### src/rtl/etapa0_entrada_pkg.sv
// Shared divider definitions for the etapa pipeline blocks.
// Holds the default operand/quotient MSB indices, the default result-slot
// credit count, the credit counter width and the credit update helper.
package etapa0_entrada_pkg;

   localparam int unsigned DvLen       = 15;
   localparam int unsigned DdLen       = 31;
   localparam int unsigned QLen        = 15;
   localparam int unsigned CreditosDef = 4;
   localparam int unsigned CntW        = 3;

   // Next credit value: issue spends one, a return adds one, both cancel.
   // A return at the ceiling is dropped here; the caller flags the overflow.
   function automatic logic [CntW-1:0] credit_next(input logic [CntW-1:0] cnt,
                                                   input logic            issue,
                                                   input logic            ret,
                                                   input logic [CntW-1:0] lim);
      logic [CntW-1:0] nxt;
      nxt = cnt;
      if (issue && !ret) begin
         nxt = cnt - CntW'(1);
      end else if (ret && !issue && (cnt != lim)) begin
         nxt = cnt + CntW'(1);
      end
      return nxt;
   endfunction

endpackage

### src/rtl/etapa0_entrada_if.sv
// Operand/issue bus of the divider entry stage.
// master: producer + downstream stage (drives validIn, operands, creditRet).
// slave : etapa0_entrada (drives readyOut, goOut, issued data and flags,
//         creditCount, errCredito).
interface etapa0_entrada_if
   import etapa0_entrada_pkg::*;
#(
   parameter int unsigned AnchoDv = DvLen,
   parameter int unsigned AnchoDd = DdLen,
   parameter int unsigned AnchoQ  = QLen
);
   logic              validIn;
   logic [AnchoDv:0]  divisorIn;
   logic [AnchoDd:0]  dividendIn;
   logic              readyOut;
   logic              creditRet;
   logic              goOut;
   logic [AnchoDv:0]  divisorOut;
   logic [AnchoDd:0]  dividendOut;
   logic [AnchoQ:0]   quotientOut;
   logic              negDivisorOut;
   logic              negDividendOut;
   logic              DivisorNoCeroOut;
   logic [CntW-1:0]   creditCount;
   logic              errCredito;

   modport master (
      output validIn, divisorIn, dividendIn, creditRet,
      input  readyOut, goOut, divisorOut, dividendOut, quotientOut,
             negDivisorOut, negDividendOut, DivisorNoCeroOut,
             creditCount, errCredito
   );

   modport slave (
      input  validIn, divisorIn, dividendIn, creditRet,
      output readyOut, goOut, divisorOut, dividendOut, quotientOut,
             negDivisorOut, negDividendOut, DivisorNoCeroOut,
             creditCount, errCredito
   );
endinterface

### src/rtl/fifo_op2.sv
// Two-entry operand FIFO, head always in slot 0.
// Ports: clk, rst_n (async active-low), i_push/i_din write side,
// i_pop read side, o_dout head data, o_nonempty, o_ready (registered,
// 1 when fewer than two entries; 0 while in reset).
module fifo_op2 #(
   parameter int unsigned W = 8
) (
   input  logic         clk,
   input  logic         rst_n,
   input  logic         i_push,
   input  logic [W-1:0] i_din,
   input  logic         i_pop,
   output logic [W-1:0] o_dout,
   output logic         o_nonempty,
   output logic         o_ready
);

   logic [1:0]   r_count;
   logic [W-1:0] r_slot0;
   logic [W-1:0] r_slot1;
   logic         r_ready;

   logic         w_push;
   logic         w_pop;
   logic [1:0]   w_count_nxt;
   logic [1:0]   w_wr_pos;

   assign w_push = i_push && r_ready;
   assign w_pop  = i_pop && (r_count != 2'd0);

   // Occupancy update and write slot (a same-edge pop frees the head first).
   always_comb begin
      w_count_nxt = r_count;
      if (w_push && !w_pop) begin
         w_count_nxt = r_count + 2'd1;
      end else if (!w_push && w_pop) begin
         w_count_nxt = r_count - 2'd1;
      end
      w_wr_pos = r_count - {1'b0, w_pop};
   end

   always_ff @(posedge clk or negedge rst_n) begin
      if (!rst_n) begin
         r_count <= 2'd0;
         r_slot0 <= '0;
         r_slot1 <= '0;
         r_ready <= 1'b0;
      end else begin
         r_count <= w_count_nxt;
         r_ready <= (w_count_nxt < 2'd2);
         if (w_pop) begin
            r_slot0 <= r_slot1;
         end
         // Later assignment wins over the shift when the write lands in slot 0.
         if (w_push) begin
            if (w_wr_pos == 2'd0) begin
               r_slot0 <= i_din;
            end else begin
               r_slot1 <= i_din;
            end
         end
      end
   end

   assign o_dout     = r_slot0;
   assign o_nonempty = (r_count != 2'd0);
   assign o_ready    = r_ready;

endmodule

### src/rtl/etapa0_entrada.sv
// Divider entry stage: queues signed operand pairs, and while result-slot
// credits remain issues one pair per cycle as magnitudes plus sign/zero
// flags with a one-cycle goOut strobe.
// Ports: clk, reset (async active-low), bus (etapa0_entrada_if.slave) with
// the producer handshake, the issued operation and the credit state.
module etapa0_entrada
   import etapa0_entrada_pkg::*;
#(
   parameter int unsigned AnchoDv  = DvLen,
   parameter int unsigned AnchoDd  = DdLen,
   parameter int unsigned AnchoQ   = QLen,
   parameter int unsigned Creditos = CreditosDef
) (
   input  logic             clk,
   input  logic             reset,
   etapa0_entrada_if.slave  bus
);

   localparam int unsigned DvW   = AnchoDv + 1;
   localparam int unsigned DdW   = AnchoDd + 1;
   localparam int unsigned QW    = AnchoQ + 1;
   localparam int unsigned PairW = DvW + DdW;
   localparam logic [CntW-1:0] CredMax = CntW'(Creditos);

   logic             w_ready;
   logic             w_nonempty;
   logic             w_push;
   logic             w_issue;
   logic [PairW-1:0] w_head;
   logic [DvW-1:0]   w_head_dv;
   logic [DdW-1:0]   w_head_dd;
   logic [DvW-1:0]   w_dv_mag;
   logic [DdW-1:0]   w_dd_mag;

   logic             r_go;
   logic [DvW-1:0]   r_dv;
   logic [DdW-1:0]   r_dd;
   logic [QW-1:0]    r_q;
   logic             r_neg_dv;
   logic             r_neg_dd;
   logic             r_nz;
   logic [CntW-1:0]  r_credit;
   logic             r_err;

   assign w_push  = bus.validIn && w_ready;
   assign w_issue = w_nonempty && (r_credit != '0);

   fifo_op2 #(.W(PairW)) u_fifo (
      .clk        (clk),
      .rst_n      (reset),
      .i_push     (w_push),
      .i_din      ({bus.divisorIn, bus.dividendIn}),
      .i_pop      (w_issue),
      .o_dout     (w_head),
      .o_nonempty (w_nonempty),
      .o_ready    (w_ready)
   );

   assign w_head_dv = w_head[PairW-1 -: DvW];
   assign w_head_dd = w_head[DdW-1:0];

   // Two's-complement magnitude; the most-negative value wraps to itself.
   assign w_dv_mag = w_head_dv[DvW-1] ? DvW'(-w_head_dv) : w_head_dv;
   assign w_dd_mag = w_head_dd[DdW-1] ? DdW'(-w_head_dd) : w_head_dd;

   // Issue registers hold between issues; credit counter and sticky overflow.
   always_ff @(posedge clk or negedge reset) begin
      if (!reset) begin
         r_go     <= 1'b0;
         r_dv     <= '0;
         r_dd     <= '0;
         r_q      <= '0;
         r_neg_dv <= 1'b0;
         r_neg_dd <= 1'b0;
         r_nz     <= 1'b0;
         r_credit <= CredMax;
         r_err    <= 1'b0;
      end else begin
         r_go <= w_issue;
         if (w_issue) begin
            r_dv     <= w_dv_mag;
            r_dd     <= w_dd_mag;
            r_q      <= '0;
            r_neg_dv <= w_head_dv[DvW-1];
            r_neg_dd <= w_head_dd[DdW-1];
            r_nz     <= (w_head_dv != '0);
         end
         r_credit <= credit_next(r_credit, w_issue, bus.creditRet, CredMax);
         if (bus.creditRet && !w_issue && (r_credit == CredMax)) begin
            r_err <= 1'b1;
         end
      end
   end

   assign bus.readyOut         = w_ready;
   assign bus.goOut            = r_go;
   assign bus.divisorOut       = r_dv;
   assign bus.dividendOut      = r_dd;
   assign bus.quotientOut      = r_q;
   assign bus.negDivisorOut    = r_neg_dv;
   assign bus.negDividendOut   = r_neg_dd;
   assign bus.DivisorNoCeroOut = r_nz;
   assign bus.creditCount      = r_credit;
   assign bus.errCredito       = r_err;

endmodule

### src/flat_wrapper.sv
// flat-port wrapper written by rule: the top's interface ports become plain ports
module etapa0_entrada_flat import etapa0_entrada_pkg::*;
#(
   parameter int unsigned AnchoDv  = DvLen,
   parameter int unsigned AnchoDd  = DdLen,
   parameter int unsigned AnchoQ   = QLen,
   parameter int unsigned Creditos = CreditosDef
)
  (clk, reset, bus_validIn, bus_divisorIn, bus_dividendIn, bus_creditRet, bus_readyOut, bus_goOut, bus_divisorOut, bus_dividendOut, bus_quotientOut, bus_negDivisorOut, bus_negDividendOut, bus_DivisorNoCeroOut, bus_creditCount, bus_errCredito);
  etapa0_entrada_if #(.AnchoDv(AnchoDv), .AnchoDd(AnchoDd), .AnchoQ(AnchoQ)) bus_i ();
  input  logic clk;
  input  logic reset;
  input wire logic [$bits(bus_i.validIn)-1:0] bus_validIn;
  input wire logic [$bits(bus_i.divisorIn)-1:0] bus_divisorIn;
  input wire logic [$bits(bus_i.dividendIn)-1:0] bus_dividendIn;
  input wire logic [$bits(bus_i.creditRet)-1:0] bus_creditRet;
  output wire logic [$bits(bus_i.readyOut)-1:0] bus_readyOut;
  output wire logic [$bits(bus_i.goOut)-1:0] bus_goOut;
  output wire logic [$bits(bus_i.divisorOut)-1:0] bus_divisorOut;
  output wire logic [$bits(bus_i.dividendOut)-1:0] bus_dividendOut;
  output wire logic [$bits(bus_i.quotientOut)-1:0] bus_quotientOut;
  output wire logic [$bits(bus_i.negDivisorOut)-1:0] bus_negDivisorOut;
  output wire logic [$bits(bus_i.negDividendOut)-1:0] bus_negDividendOut;
  output wire logic [$bits(bus_i.DivisorNoCeroOut)-1:0] bus_DivisorNoCeroOut;
  output wire logic [$bits(bus_i.creditCount)-1:0] bus_creditCount;
  output wire logic [$bits(bus_i.errCredito)-1:0] bus_errCredito;
  assign bus_i.validIn = bus_validIn;
  assign bus_i.divisorIn = bus_divisorIn;
  assign bus_i.dividendIn = bus_dividendIn;
  assign bus_i.creditRet = bus_creditRet;
  assign bus_readyOut = bus_i.readyOut;
  assign bus_goOut = bus_i.goOut;
  assign bus_divisorOut = bus_i.divisorOut;
  assign bus_dividendOut = bus_i.dividendOut;
  assign bus_quotientOut = bus_i.quotientOut;
  assign bus_negDivisorOut = bus_i.negDivisorOut;
  assign bus_negDividendOut = bus_i.negDividendOut;
  assign bus_DivisorNoCeroOut = bus_i.DivisorNoCeroOut;
  assign bus_creditCount = bus_i.creditCount;
  assign bus_errCredito = bus_i.errCredito;
  etapa0_entrada #(.AnchoDv(AnchoDv), .AnchoDd(AnchoDd), .AnchoQ(AnchoQ), .Creditos(Creditos)) u_core (.clk(clk), .reset(reset), .bus(bus_i));
endmodule
### config.mk
export PLATFORM = sky130hd
export DESIGN_NAME = etapa0_entrada_flat
export DESIGN_NICKNAME = d
export VERILOG_FILES = /design/src/rtl/etapa0_entrada_pkg.sv /design/src/rtl/etapa0_entrada_if.sv /design/src/rtl/fifo_op2.sv /design/src/rtl/etapa0_entrada.sv /design/src/flat_wrapper.sv
export SDC_FILE = /design/constraint.sdc
export NUM_CORES = 1
export LEC_CHECK = 0
export ABC_AREA = 1
export BUFFER_PORTS_ARGS = -buffer_cell sky130_fd_sc_hd__buf_2
export CAP_MARGIN = 40
export CORE_MARGIN = 2
export CORE_UTILIZATION = 47
export DETAILED_ROUTE_END_ITERATION = 10
export GPL_ROUTABILITY_DRIVEN = 0
export GPL_TIMING_DRIVEN = 0
export MAX_ROUTING_LAYER = met4
export PLACE_DENSITY_LB_ADDON = 0.08
export SYNTH_ARGS = -nofsm -noshare
export SYNTH_HDL_FRONTEND = slang
export SYNTH_SLANG_ARGS = --single-unit
### constraint.sdc
create_clock -name clk -period 2.1 [get_ports clk]
set_clock_uncertainty 0.05 [all_clocks]
set_input_delay 0.63 -clock clk [delete_from_list [all_inputs] [get_ports clk]]
set_output_delay 0.63 -clock clk [all_outputs]
set_load 0.005 [all_outputs]
* Word level (Yosys, flattened, before mapping)
Cells that the tools add are included.
** Storage, ports and cells
- Logic and storage cells :: 52
- Register bits :: 155
- Input bits :: 52
- Output and inout port bits :: 73
** Operators by class
- Reduce and logical (&&, ||, !) cells :: 20
- $lt $le $gt $ge :: 1
- Equality and inequality tests :: 2
- Bitwise gates (word level) :: 1
- Muxes and demuxes :: 9
- Add/sub/neg operators :: 7
** Operators by type and width (number)
- $mux W48 :: 3
- $mux W32 :: 1
- $neg A32 Y32 :: 1
- $mux W16 :: 1
- $neg A16 Y16 :: 1
- $reduce_bool A16 Y1 :: 1
- $logic_and A1 B1 Y1 :: 10
- $mux W3 :: 2
- $logic_not A1 Y1 :: 4
- $mux W2 :: 2
- $reduce_bool A2 Y1 :: 2
- $add A3 B1 Y3 const B :: 1
- $eq A3 B3 Y1 const B :: 1
- $ne A3 B3 Y1 const B :: 1
- $reduce_bool A3 Y1 :: 1
- $sub A3 B1 Y3 const B :: 1
- $add A2 B1 Y2 const B :: 1
- $logic_not A2 Y1 :: 1
- $lt A2 B2 Y1 const B :: 1
- $reduce_and A2 Y1 :: 1
- $sub A2 B1 Y2 :: 1
- $sub A2 B1 Y2 const B :: 1
- $not A1 Y1 :: 1

* Longest topological paths before layout
Gate-level depths: netlist (run 1).
- Word-level depth :: 7
- Gate-level depth with buffers :: 12
- Gate-level depth less buffers :: 10

* By module
From an unflattened synthesis (run 1), not the netlist that was laid out.
** Unflattened totals
- Cells, all modules :: 1105
- Area total of the unflattened synthesis :: 8211.6 µm²
** Modules (own cells, without submodules)
- fifo_op2 :: area an instance 4611.9 µm², cells an instance 599, sequential area each 2477.4 µm², times used 1
- etapa0_entrada :: area an instance 3599.7 µm², cells an instance 506, sequential area each 1402.6 µm², times used 1

* Worst setup path before layout (run 1)
No wires, ideal clock.
- Path type :: reg-to-reg
- Start :: register u_core.u_fifo.r_count[0]
- End :: register u_core.r_credit[2] (netlist: u_core.bus.creditCount[2])
- Clock period less this slack :: 1.940 ns
- Arrival time :: 1.814 ns
- Setup slack :: 0.160 ns
- Cell stages (with the launch flop) :: 12
- Data required time :: 1.975 ns
- Setup time :: 0.075 ns
- Buffers on the path :: 1
- Cells stage by stage :: dfrtp_1 > inv_1 > ha_1 > o21bai_4 > buf_2 > nor2_1 > inv_1 > fa_1 > inv_1 > nand2_1 > o21ai_0 > xnor2_1
** On the way
- Cells in the longest elaborated chain, start to end :: 6
- Elaborated cells on any way between the ends :: 8
- Those cells by class :: mux (1); reduce/logical (7)
** RTL lines
- start: declaration :: line fifo_op2.sv:18 : logic [1:0] r_count;
- start signal: assignment :: line fifo_op2.sv:49 : r_count <= w_count_nxt;
- $reduce_bool A2 Y1 * :: line fifo_op2.sv:66 : assign o_nonempty = (r_count != 2'd0);
- $logic_and A1 B1 Y1 * :: line etapa0_entrada.sv:46 : assign w_issue = w_nonempty && (r_credit != '0);
- $logic_not A1 Y1 :: line etapa0_entrada_pkg.sv:22 : end else if (ret && !issue && (cnt != lim)) begin
- $logic_and A1 B1 Y1 (2 in series) :: line etapa0_entrada_pkg.sv:22
- $reduce_bool A2 Y1 (no source line)
- end signal: assignment :: line etapa0_entrada.sv:76 : r_credit <= CredMax;
- end signal: assignment :: line etapa0_entrada.sv:88 : r_credit <= credit_next(r_credit, w_issue, bus.creditRet, CredMax);
- end: declaration :: line etapa0_entrada.sv:42 : logic [CntW-1:0] r_credit;
Mark *: on every way between the ends. The rest lies on a longest branch, timed or not.
A chain may end at the register's enable or synchronous reset.

* Final worst setup path (run 1)
Ends and elaborated chain as after synthesis.

==> flow_summary.yaml, run 1 <==
timing:
  finalHoldViolations: 0
  setup_viol: 0
  max_freq_ghz: 0.491
  finalCritPeriodShare_pct: 97.0
  period_minus_slack_ns: 2.04
  worst_pin_slew_ns: 0.688
  rsz0062_at_grt: "yes"
  slew_headroom_pct: 54.2
  slew_viol_final: 0
cts:
  cts_tree: "yes"
  cts_made_buffers: 17
  hold_buffers: 0
  insertion_delay_ns: 0.44
  clock_sinks: 155
  clockRootBuffer: "clkbuf_16"
  cts_buffer_depth: 2
  ctsHtreeMaxLevel: 4
  clk_pin_slew_ns: 0.06
routing:
  vias: 6905
  routed_wl_um: 21400
  drt_iter0_drc: 589
  routedWlPerCell_um: 15.4
  first_pass_iters: 6
  detail_route.vias_per_cell: 4.99
  drc_errors: 0
  antenna_left: 0
worst_setup_path:
  crit_type: "flop to flop"
  cp-end-kind: "flop"
  crit_arrival_ns: 2.35
  cp.required_ns: 2.41
  worstSetupStartpointType: "flop"
  crit_fanout: 5
grt:
  grt_usage_pct: 25.5
  grt_pass1_vias: 6555
  grt_first_pass_wirelength_um: 34400
  gr-total-overflow: 0
  antenna_found_initial: 0
  grt_max_degree: 107
final_layout:
  n_fill_cell: 1573
  ff_latch_area_mm2: 0.00388
  design_area_mm2: 0.00946
  area_growth_pct: 20.3
  diodes: 0
  multiInputGateArea_mm2: 0.00325
  finalNetCount: 1209
  drive_above_1_share_pct: 20.3
  finalNonFillerCells: 1383
power_and_ir_drop:
  ir_drop_mv: 0.967
  power.density_mw_per_mm2: 1780
  leakagePower_nw: 4.92
placement:
  io_buffers: 108
  placed_area_mm2: 0.00877
  dp_cells: 1348
  dpl.hpwl_um: 15300
floorplan:
  ioPinCount: 125
  die_area_mm2: 0.0178
  floorplan.initialDensity_pct: 47.7
  core_mm2: 0.0165
  die_h_um: 133
  core.rowCount: 47
  dieWidth_um: 133
synth:
  synth_top_area_share_pct: 49.0
  yosysWarnings: 0
  yosys_register_bits: 155
  syn_area_mm2: 0.00786
  synth-edff-count: 0
  synth_area_leaders: "dfrtp_1 (49%), nand2_1 (15%), o21ai_0 (7.1%)"
  synth_most_common_cell: "nand2_1"
  synth_commonest_cells: "nand2_1 (309), dfrtp_1 (154), o21ai_0 (112)"
  synthCells: 1004
  synth.avg_cell_area_um2: 7.83
  yosysSeqAreaShare_pct: 49.4
  yosys.area.top_type: "dfrtp_1"
  synth-main-ff-cell: "dfrtp_1"
  synth_async_sr_flop_share_pct: 100
  synth_cell_types: 36
job:
  cap_violations: 0
worst_hold_path:
  hp-class: "input port to async pin"
outcome:
  status: "complete, no violations"
sequential cells by signal, summed over array words and instances (netlist names):
name and flops:
u_core.bus.negDividendOut 1, u_core.u_fifo.o_ready 1, u_core.u_fifo.o_dout 48, u_core.bus.dividendOut 32, u_core.bus.creditCount 3, u_core.u_fifo.r_count 2
u_core.u_fifo.r_slot1 48, u_core.bus.DivisorNoCeroOut 1, u_core.bus.errCredito 1, u_core.bus.divisorOut 16, u_core.bus.negDivisorOut 1, u_core.bus.goOut 1
what timing repair did:
action / in CTS / in global routing
buffers inserted: 1 / 3
gates cloned: 0 / 0
pin swaps: 0 / 1
endpoints found under the setup margin: 16 / 40
resized for setup: 6 / 16
cells by family (layout without fill, tap and decap cells):
kind of cell	Yosys count	count (layout)	synth area share (%)
buf+inv	172	316	10.2
simple gates	460	460	24.1
other cells	1	16	0.0477
fa+ha+maj	6	6	1.05
flops	155	155	49.4
xor+xnor	19	19	2.12
compound gates	191	191	13.1
worst paths after layout:
check,start,end,slack [ns],cells after the start
worst max-delay path,u_core.u_fifo.r_count[0],u_core.bus.creditCount[2],0.06,11
worst min-delay path,reset,u_core.u_fifo.o_dout[38],0.04,1
worst max register to register,u_core.u_fifo.r_count[0],u_core.bus.creditCount[2],0.06,11
worst min register to register,u_core.bus.dividendOut[26],u_core.bus.dividendOut[26],0.42,2
max in group asynchronous,reset,u_core.u_fifo.r_slot1[19],1.10,2
min in group clk,bus_divisorIn[7],u_core.u_fifo.r_slot1[39],0.40,3
critical path: stages, from the launching register on:
cell and delay (ns):
dfrtp_1 0.38, inv_2 0.07, ha_1 0.20, o21bai_4 0.22, buf_8 0.16, nor2_2 0.10
inv_1 0.08, fa_1 0.36, inv_1 0.08, nand2_1 0.05, o21ai_1 0.09, xnor2_1 0.14
metal layers:
| layer | vias to the layer above | share of wire [%] | routed length, um | track usage [%] |
|---|---|---|---|---|
| met5 | - | 0 | 0 | - |
| met4 | 0 | 2.1 | 450 | 8.98 |
| met3 | 24 | 6.1 | 1310 | 5.14 |
| met2 | 228 | 44 | 9370 | 37.1 |
| met1 | 3203 | 48 | 10200 | 35.8 |
| li1 | 3450 | - | - | - |
layout by cell type, fill, tap and decap left out, types with 4 or more instances in the layout:
master     instances
bufinv_16          4
inv_1            104
o21ai_1           55
nand2_2           13
buf_8              4
inv_2              5
conb_1            16
clkbuf_1           8
o21ai_2           11
a21oi_1            6
nand3_1           63
ha_1               4
buf_6              4
clkbuf_16         17
buf_4             26
o21ai_0          109
nand2_1          309
xor2_1            18
nand4_1            7
clkinv_2           4
clkbuf_2           6
buf_2            126
dfrtp_1          154
nor2_1            60
final cells by class:
cell class	count	share of cell area, %
timing repair buffer	113	6.43
clock buffer	19	4.79
inverter	109	4.33
multi-input combinational	692	34.3
clock inverter	12	1.81
buffer	63	4.38
tap	220	2.91
sequential	155	41.0
where the power goes:
| group | switching (W) | total (W) | internal (W) |
|---|---|---|---|
| clock network | 0.00125 | 0.00328 | 0.00204 |
| registers | 0.000920 | 0.00539 | 0.00448 |
| logic | 0.00520 | 0.00816 | 0.00297 |
through the flow:
step           TNS (ns)  total power, W  util (%)  setup slack [ns]  hold slack [ns]
6_report              0          0.0168      57.4            0.0638           0.0425
5_1_grt          -0.130          0.0182      57.4           -0.0859           0.0627
4_1_cts               0          0.0167      57.2           0.00634           0.0580
3_5_place_dp     -0.756          0.0134      53.3            -0.243            0.412
3_3_place_gp    -318.40          0.0132      53.0             -2.07            0.410
2_1_floorplan         0          0.0107         -             0.160            0.284
(Power assumes the default switching activity.)
==> inputs of run 2 (changes only) <==
- CTS_BUF_LIST: unset -> sky130_fd_sc_hd__clkbuf_2
- clock period: 2.1 -> 2.24 ns (I/O delays scaled with it)
==> run 2 against run 1 <==
- cell area decreased by 3.9%
- clock power down 47%
- combinational power is 7.2% lower
- largest cell class unchanged
- via count is 0.10% lower
- critical endpoint is now bus_creditCount[2]
- non-clock buffer count is 1 lower
- die area did not move
- wire length is 1.1% lower
==> flow_summary.yaml, run 2 (synthesis gave the netlist of run 1 again) <==
outcome:
  status: "complete, no violations"
grt:
  grt_usage_pct: 25.4
  gr-total-overflow: 0
  grt_max_degree: 107
  grt_first_pass_wirelength_um: 34200
  antenna_found_initial: 1
  grt_pass1_vias: 6540
routing:
  drt_iter0_drc: 540
  antenna_left: 0
  routedWlPerCell_um: 15.3
  routed_wl_um: 21100
  drc_errors: 0
  first_pass_iters: 5
  vias: 6898
  detail_route.vias_per_cell: 4.99
power_and_ir_drop:
  seq_power_share_pct: 35.0
  swShare_pct: 46.7
  power_frac_comb_pct: 52.9
  clockPowerShare_pct: 12.1
  leakagePower_nw: 4.76
  power.density_mw_per_mm2: 1580
  internal_power_w: 0.00763
  p_switching_w: 0.00669
  ir_drop_mv: 0.666
cts:
  clk_pin_slew_ns: 0.23
  cts_made_buffers: 17
  ctsHtreeMaxLevel: 4
  cts_buffer_depth: 2
  insertion_delay_ns: 0.75
  clock_sinks: 155
  clockRootBuffer: "clkbuf_2"
  cts_tree: "yes"
final_layout:
  finalNetCount: 1208
  area_growth_pct: 15.5
  multiInputGateArea_mm2: 0.00324
  final_cell_mix: "nand2_1 (309), dfrtp_1 (154), buf_2 (126)"
  layout_commonest_cell: "nand2_1"
  n_fill_cell: 1626
  design_area_mm2: 0.00908
  drive_above_1_share_pct: 19.6
  ff_latch_area_mm2: 0.00388
worst_setup_path:
  cp.required_ns: 1.52
  cp-end-kind: "primary output"
  r2r_end: "u_core.bus.creditCount[2]"
  crit_type: "flop to primary output"
  worst-path-buf-inv: 1
  crit_family: "flip-flops"
  cp_cell_sequence: "buf_2"
  crit_arrival_ns: 1.42
  crit_slowest_cell: "dfstp_2"
  crit_fanout: 2
  r2r-start: "u_core.u_fifo.r_count[0]"
  worstSetupStartpointType: "flop"
  critPathLaunch: "u_core.bus.creditCount[2]"
  r2r_slack_ns: 0.11
  r2r_cells: 11
  max_stage_delay_ns: 0.58
floorplan:
  dieWidth_um: 133
  core_mm2: 0.0165
  floorplan.initialDensity_pct: 47.7
  die_h_um: 133
  core.rowCount: 47
  die_area_mm2: 0.0178
  ioPinCount: 125
worst_hold_path:
  hp-class: "input port to flop"
  whs_path_depth: 3
  min_from: "bus_divisorIn[6]"
  min_to: "u_core.u_fifo.o_dout[38]"
job:
  cap_violations: 0
placement:
  placed_area_mm2: 0.00877
  dpl.hpwl_um: 15300
  io_buffers: 108
timing:
  max_freq_ghz: 0.468
  finalCritPeriodShare_pct: 95.4
  slew_viol_final: 0
  tns_ns: 0
  slew_headroom_pct: 54.1
  period_minus_slack_ns: 2.14
  finalHoldViolations: 0
  setup_viol: 0
  rsz0062_at_grt: "yes"
  worst_pin_slew_ns: 0.689
## run 2: area by class of cell
class / instances / share of cell area [%]
Buffer: 62 / 4.48
Inverter: 109 / 4.50
Sequential cell: 155 / 42.7
Tap cell: 220 / 3.03
Multi-Input combinational cell: 692 / 35.6
Timing Repair Buffer: 113 / 6.72
Clock buffer: 17 / 0.937
Clock inverter: 14 / 1.97
Antenna cell: 1 / 0.0275
## run 2: repair_timing
action	4_1_cts	5_1_grt
setup buffers	1	2
endpoints found under the hold margin	49	0
gates resized for setup	2	11
setup endpoints to repair	4	25
pin swaps	0	0
hold buffers	1	0
## run 2: through the flow
step           setup slack, ns  power [W]  cells  util, %  hold slack, ns
2_1_floorplan            0.300     0.0100   1019        -           0.326
5_1_grt                -0.0447     0.0157   1383     55.2          0.0147
4_1_cts                 0.0164     0.0143   1381     55.0          0.0413
3_5_place_dp            -0.103     0.0125   1348     53.3           0.412
3_3_place_gp             -1.97     0.0124   1347     53.0           0.410
6_report                 0.103     0.0143   1383     55.2          0.0890
## run 2: power by group through the flow
| stage | combinational (W) | sequential (W) | clock [W] |
|---|---|---|---|
| after floorplan | 0.00510 | 0.00494 | 0 |
| after global placement | 0.00730 | 0.00507 | 0 |
| after detailed placement | 0.00744 | 0.00508 | 0 |
| after CTS | 0.00753 | 0.00500 | 0.00176 |
| after global routing | 0.00862 | 0.00517 | 0.00188 |
| final | 0.00757 | 0.00502 | 0.00173 |
## run 2: worst max path at each step
stage	endpoint	cells past startpoint
finish	bus_creditCount[2]	1
global route	u_core.bus.creditCount[2]	11
CTS	u_core.u_fifo.r_count[1]	11
detailed placement	u_core.u_fifo.r_count[1]	11
global placement	u_core.bus.dividendOut[13]	1
floorplan	u_core.bus.creditCount[2]	11
## run 2: layer usage
layer	part of all wire, %	wire (um)	global-route usage (%)
met1	48	10200	35.7
met2	44	9220	36.8
met3	5.9	1260	5.67
met4	2.2	464	8.10
met5	0	0	-
==> inputs of run 3 (changes only) <==
- ABC_AREA: 1 -> unset
==> run 3 against run 2 <==
- the flow now finishes with violations (negative setup slack)
- clock-buffer cell count is 1 higher
- wire length is 12% lower
- clock power is 12% lower
- highest routed layer unchanged
==> flow_summary.yaml, run 3 <==
cts:
  cts_tree: "yes"
  clk_pin_slew_ns: 0.23
  clockRootBuffer: "clkbuf_2"
  ctsHtreeMaxLevel: 4
  cts_buffer_depth: 2
  clock_sinks: 155
  insertion_delay_ns: 0.70
  cts_made_buffers: 17
synth:
  synth_commonest_cells: "dfrtp_1 (154), nand2_1 (113), o21ai_0 (96)"
  synth_top_area_share_pct: 51.7
  synth_most_common_cell: "dfrtp_1"
  synth_async_sr_flop_share_pct: 100
  yosys.area.top_type: "dfrtp_1"
  synth.avg_cell_area_um2: 10.7
  synth_cell_types: 51
  syn_area_mm2: 0.00745
  synthCells: 699
  synth-main-ff-cell: "dfrtp_1"
  synth-edff-count: 0
  yosysWarnings: 0
  synth_area_leaders: "dfrtp_1 (52%), mux2_2 (7.3%), mux2i_1 (6.4%)"
  yosysSeqAreaShare_pct: 52.1
  yosys_register_bits: 155
routing:
  drt_iter0_drc: 319
  routedWlPerCell_um: 17.0
  first_pass_iters: 5
  drc_errors: 0
  antenna_left: 0
  vias: 5763
  detail_route.vias_per_cell: 5.29
  routed_wl_um: 18500
power_and_ir_drop:
  leakagePower_nw: 4.28
  ir_drop_mv: 0.579
  power.density_mw_per_mm2: 1550
outcome:
  status: "complete, but fails checks"
  violations: "negative setup slack"
grt:
  grt_pass1_vias: 5604
  grt_max_degree: 94
  antenna_found_initial: 1
  grt_first_pass_wirelength_um: 29400
  gr-total-overflow: 0
  grt_usage_pct: 23.4
timing:
  holdWs_ns: 0.103
  setup_viol: 13
  worst_pin_slew_ns: 0.882
  finalCritPeriodShare_pct: 104
  period_minus_slack_ns: 2.32
  fin_ws_ns: -0.0848
  slew_viol_final: 0
  finalHoldViolations: 0
  max_freq_ghz: 0.430
  slew_headroom_pct: 41.2
  rsz0062_at_grt: "yes"
  tns_ns: -0.606
worst_setup_path:
  crit_arrival_ns: 2.88
  crit_fanout: 5
  crit_type: "flop to flop"
  critPathLaunch: "u_core.u_fifo.o_dout[6]"
  cp.required_ns: 2.79
  r2r-start: "u_core.u_fifo.o_dout[6]"
  r2r_cells: 6
  cp-end-kind: "flop"
  r2r_end: "u_core.bus.dividendOut[29]"
  r2r_slack_ns: -0.08
  cp-endpoint: "u_core.bus.dividendOut[29]"
  worstSetupStartpointType: "flop"
floorplan:
  floorplan.initialDensity_pct: 47.4
  ioPinCount: 125
  core.rowCount: 46
  core_mm2: 0.0157
  die_h_um: 130
  die_area_mm2: 0.0169
  dieWidth_um: 130
worst_hold_path:
  hp-class: "input port to flop"
job:
  cap_violations: 0
final_layout:
  finalNetCount: 921
  area_growth_pct: 24.1
  final_cell_mix: "dfrtp_1 (150), nand2_1 (113), buf_2 (107)"
  fin_util_pct: 58.8
  layout_commonest_cell: "dfrtp_1"
  drive_above_1_share_pct: 34.2
placement:
  io_buffers: 107
  dpl.hpwl_um: 12800
## run 3: changes by cell type after synthesis, sizes merged, moves of 9 or more
cell   before  now
nor3        1   11
nand2     323  113
o41ai       0   15
mux2        0   48
nor2       63   13
nand3      64    1
xor2       18   39
or3         0    9
inv       109   15
o21ai     175  112
buf        49   35
mux2i       0   48
## run 3: worst min path at each step
stage | from | cells past startpoint | to | slack [ns]
floorplan | reset | 0 | u_core.bus.DivisorNoCeroOut | 0.33
global placement | u_core.bus.errCredito | 1 | u_core.bus.errCredito | 0.40
detailed placement | u_core.bus.errCredito | 1 | u_core.bus.errCredito | 0.40
CTS | bus_divisorIn[10] | 3 | u_core.u_fifo.o_dout[42] | 0.03
global route | bus_dividendIn[13] | 3 | u_core.u_fifo.o_dout[13] | 0.03
finish | bus_divisorIn[10] | 3 | u_core.u_fifo.o_dout[42] | 0.10
## run 3: worst max-delay path: stages, from the launching register on
cell	delay, ns
dfrtp_1	0.44
or4_4	0.58
or3_4	0.43
buf_4	0.16
o41ai_4	0.29
xor2_1	0.20
o21ai_1	0.07
## run 3: layout make-up
type	instances	area (um^2)
Timing Repair Buffer	134	808
Clock buffer	18	90.1
Buffer	53	419
Antenna cell	1	2.50
Multi-Input combinational cell	487	3580
Fill cell	1377	6470
Clock inverter	11	130
Sequential cell	155	3880
Inverter	15	61.3
Tap cell	216	270
## run 3: logic make-up (layout without fill, tap and decap cells)
kind of cell,after synthesis,in the layout,share of synthesized area (%)
xor gates and xnor gates,42,42,4.94
muxes,96,96,13.7
buffers and inverters,72,231,4.80
adders and majority gates,6,6,1.11
AOI/OAI and AO/OA,152,152,12.6
and+or+nand+nor,175,175,10.8
DFF,155,155,52.1
other,1,17,0.0503
## run 3: power breakdown
| part | internal, W | switching (W) |
|---|---|---|
| Clock | 0.000592 | 0.000929 |
| Combinational | 0.00348 | 0.00382 |
| Sequential | 0.00429 | 0.00123 |
| Total | 0.00837 | 0.00597 |
## run 3: metal layers
layer	part of all wire (%)	track usage (%)	vias up
li1	-	-	2743
met1	47	31.8	2863
met2	48	36.7	145
met3	4.4	4.59	12
met4	0.96	5.50	0
met5	0	-	-
## run 3: repair_timing
item | in CTS | in global routing
resized for setup | 52 | 80
hold buffers | 1 | 0
buffers inserted | 13 | 12
pin swaps | 6 | 20
endpoints found under the setup margin | 129 | 112
hold endpoints to repair | 62 | 0
## run 3: through the flow
| stage | area, um^2 | instances | total power [W] | setup slack, ns |
|---|---|---|---|---|
| after floorplan | 7510 | 714 | 0.00973 | 0.0284 |
| after global placement | 8320 | 1037 | 0.0116 | -1.82 |
| after detailed placement | 8350 | 1038 | 0.0119 | -0.924 |
| after CTS | 8890 | 1079 | 0.0139 | -0.0715 |
| after global routing | 9250 | 1090 | 0.0155 | -0.173 |
| final | 9250 | 1090 | 0.0143 | -0.0848 |
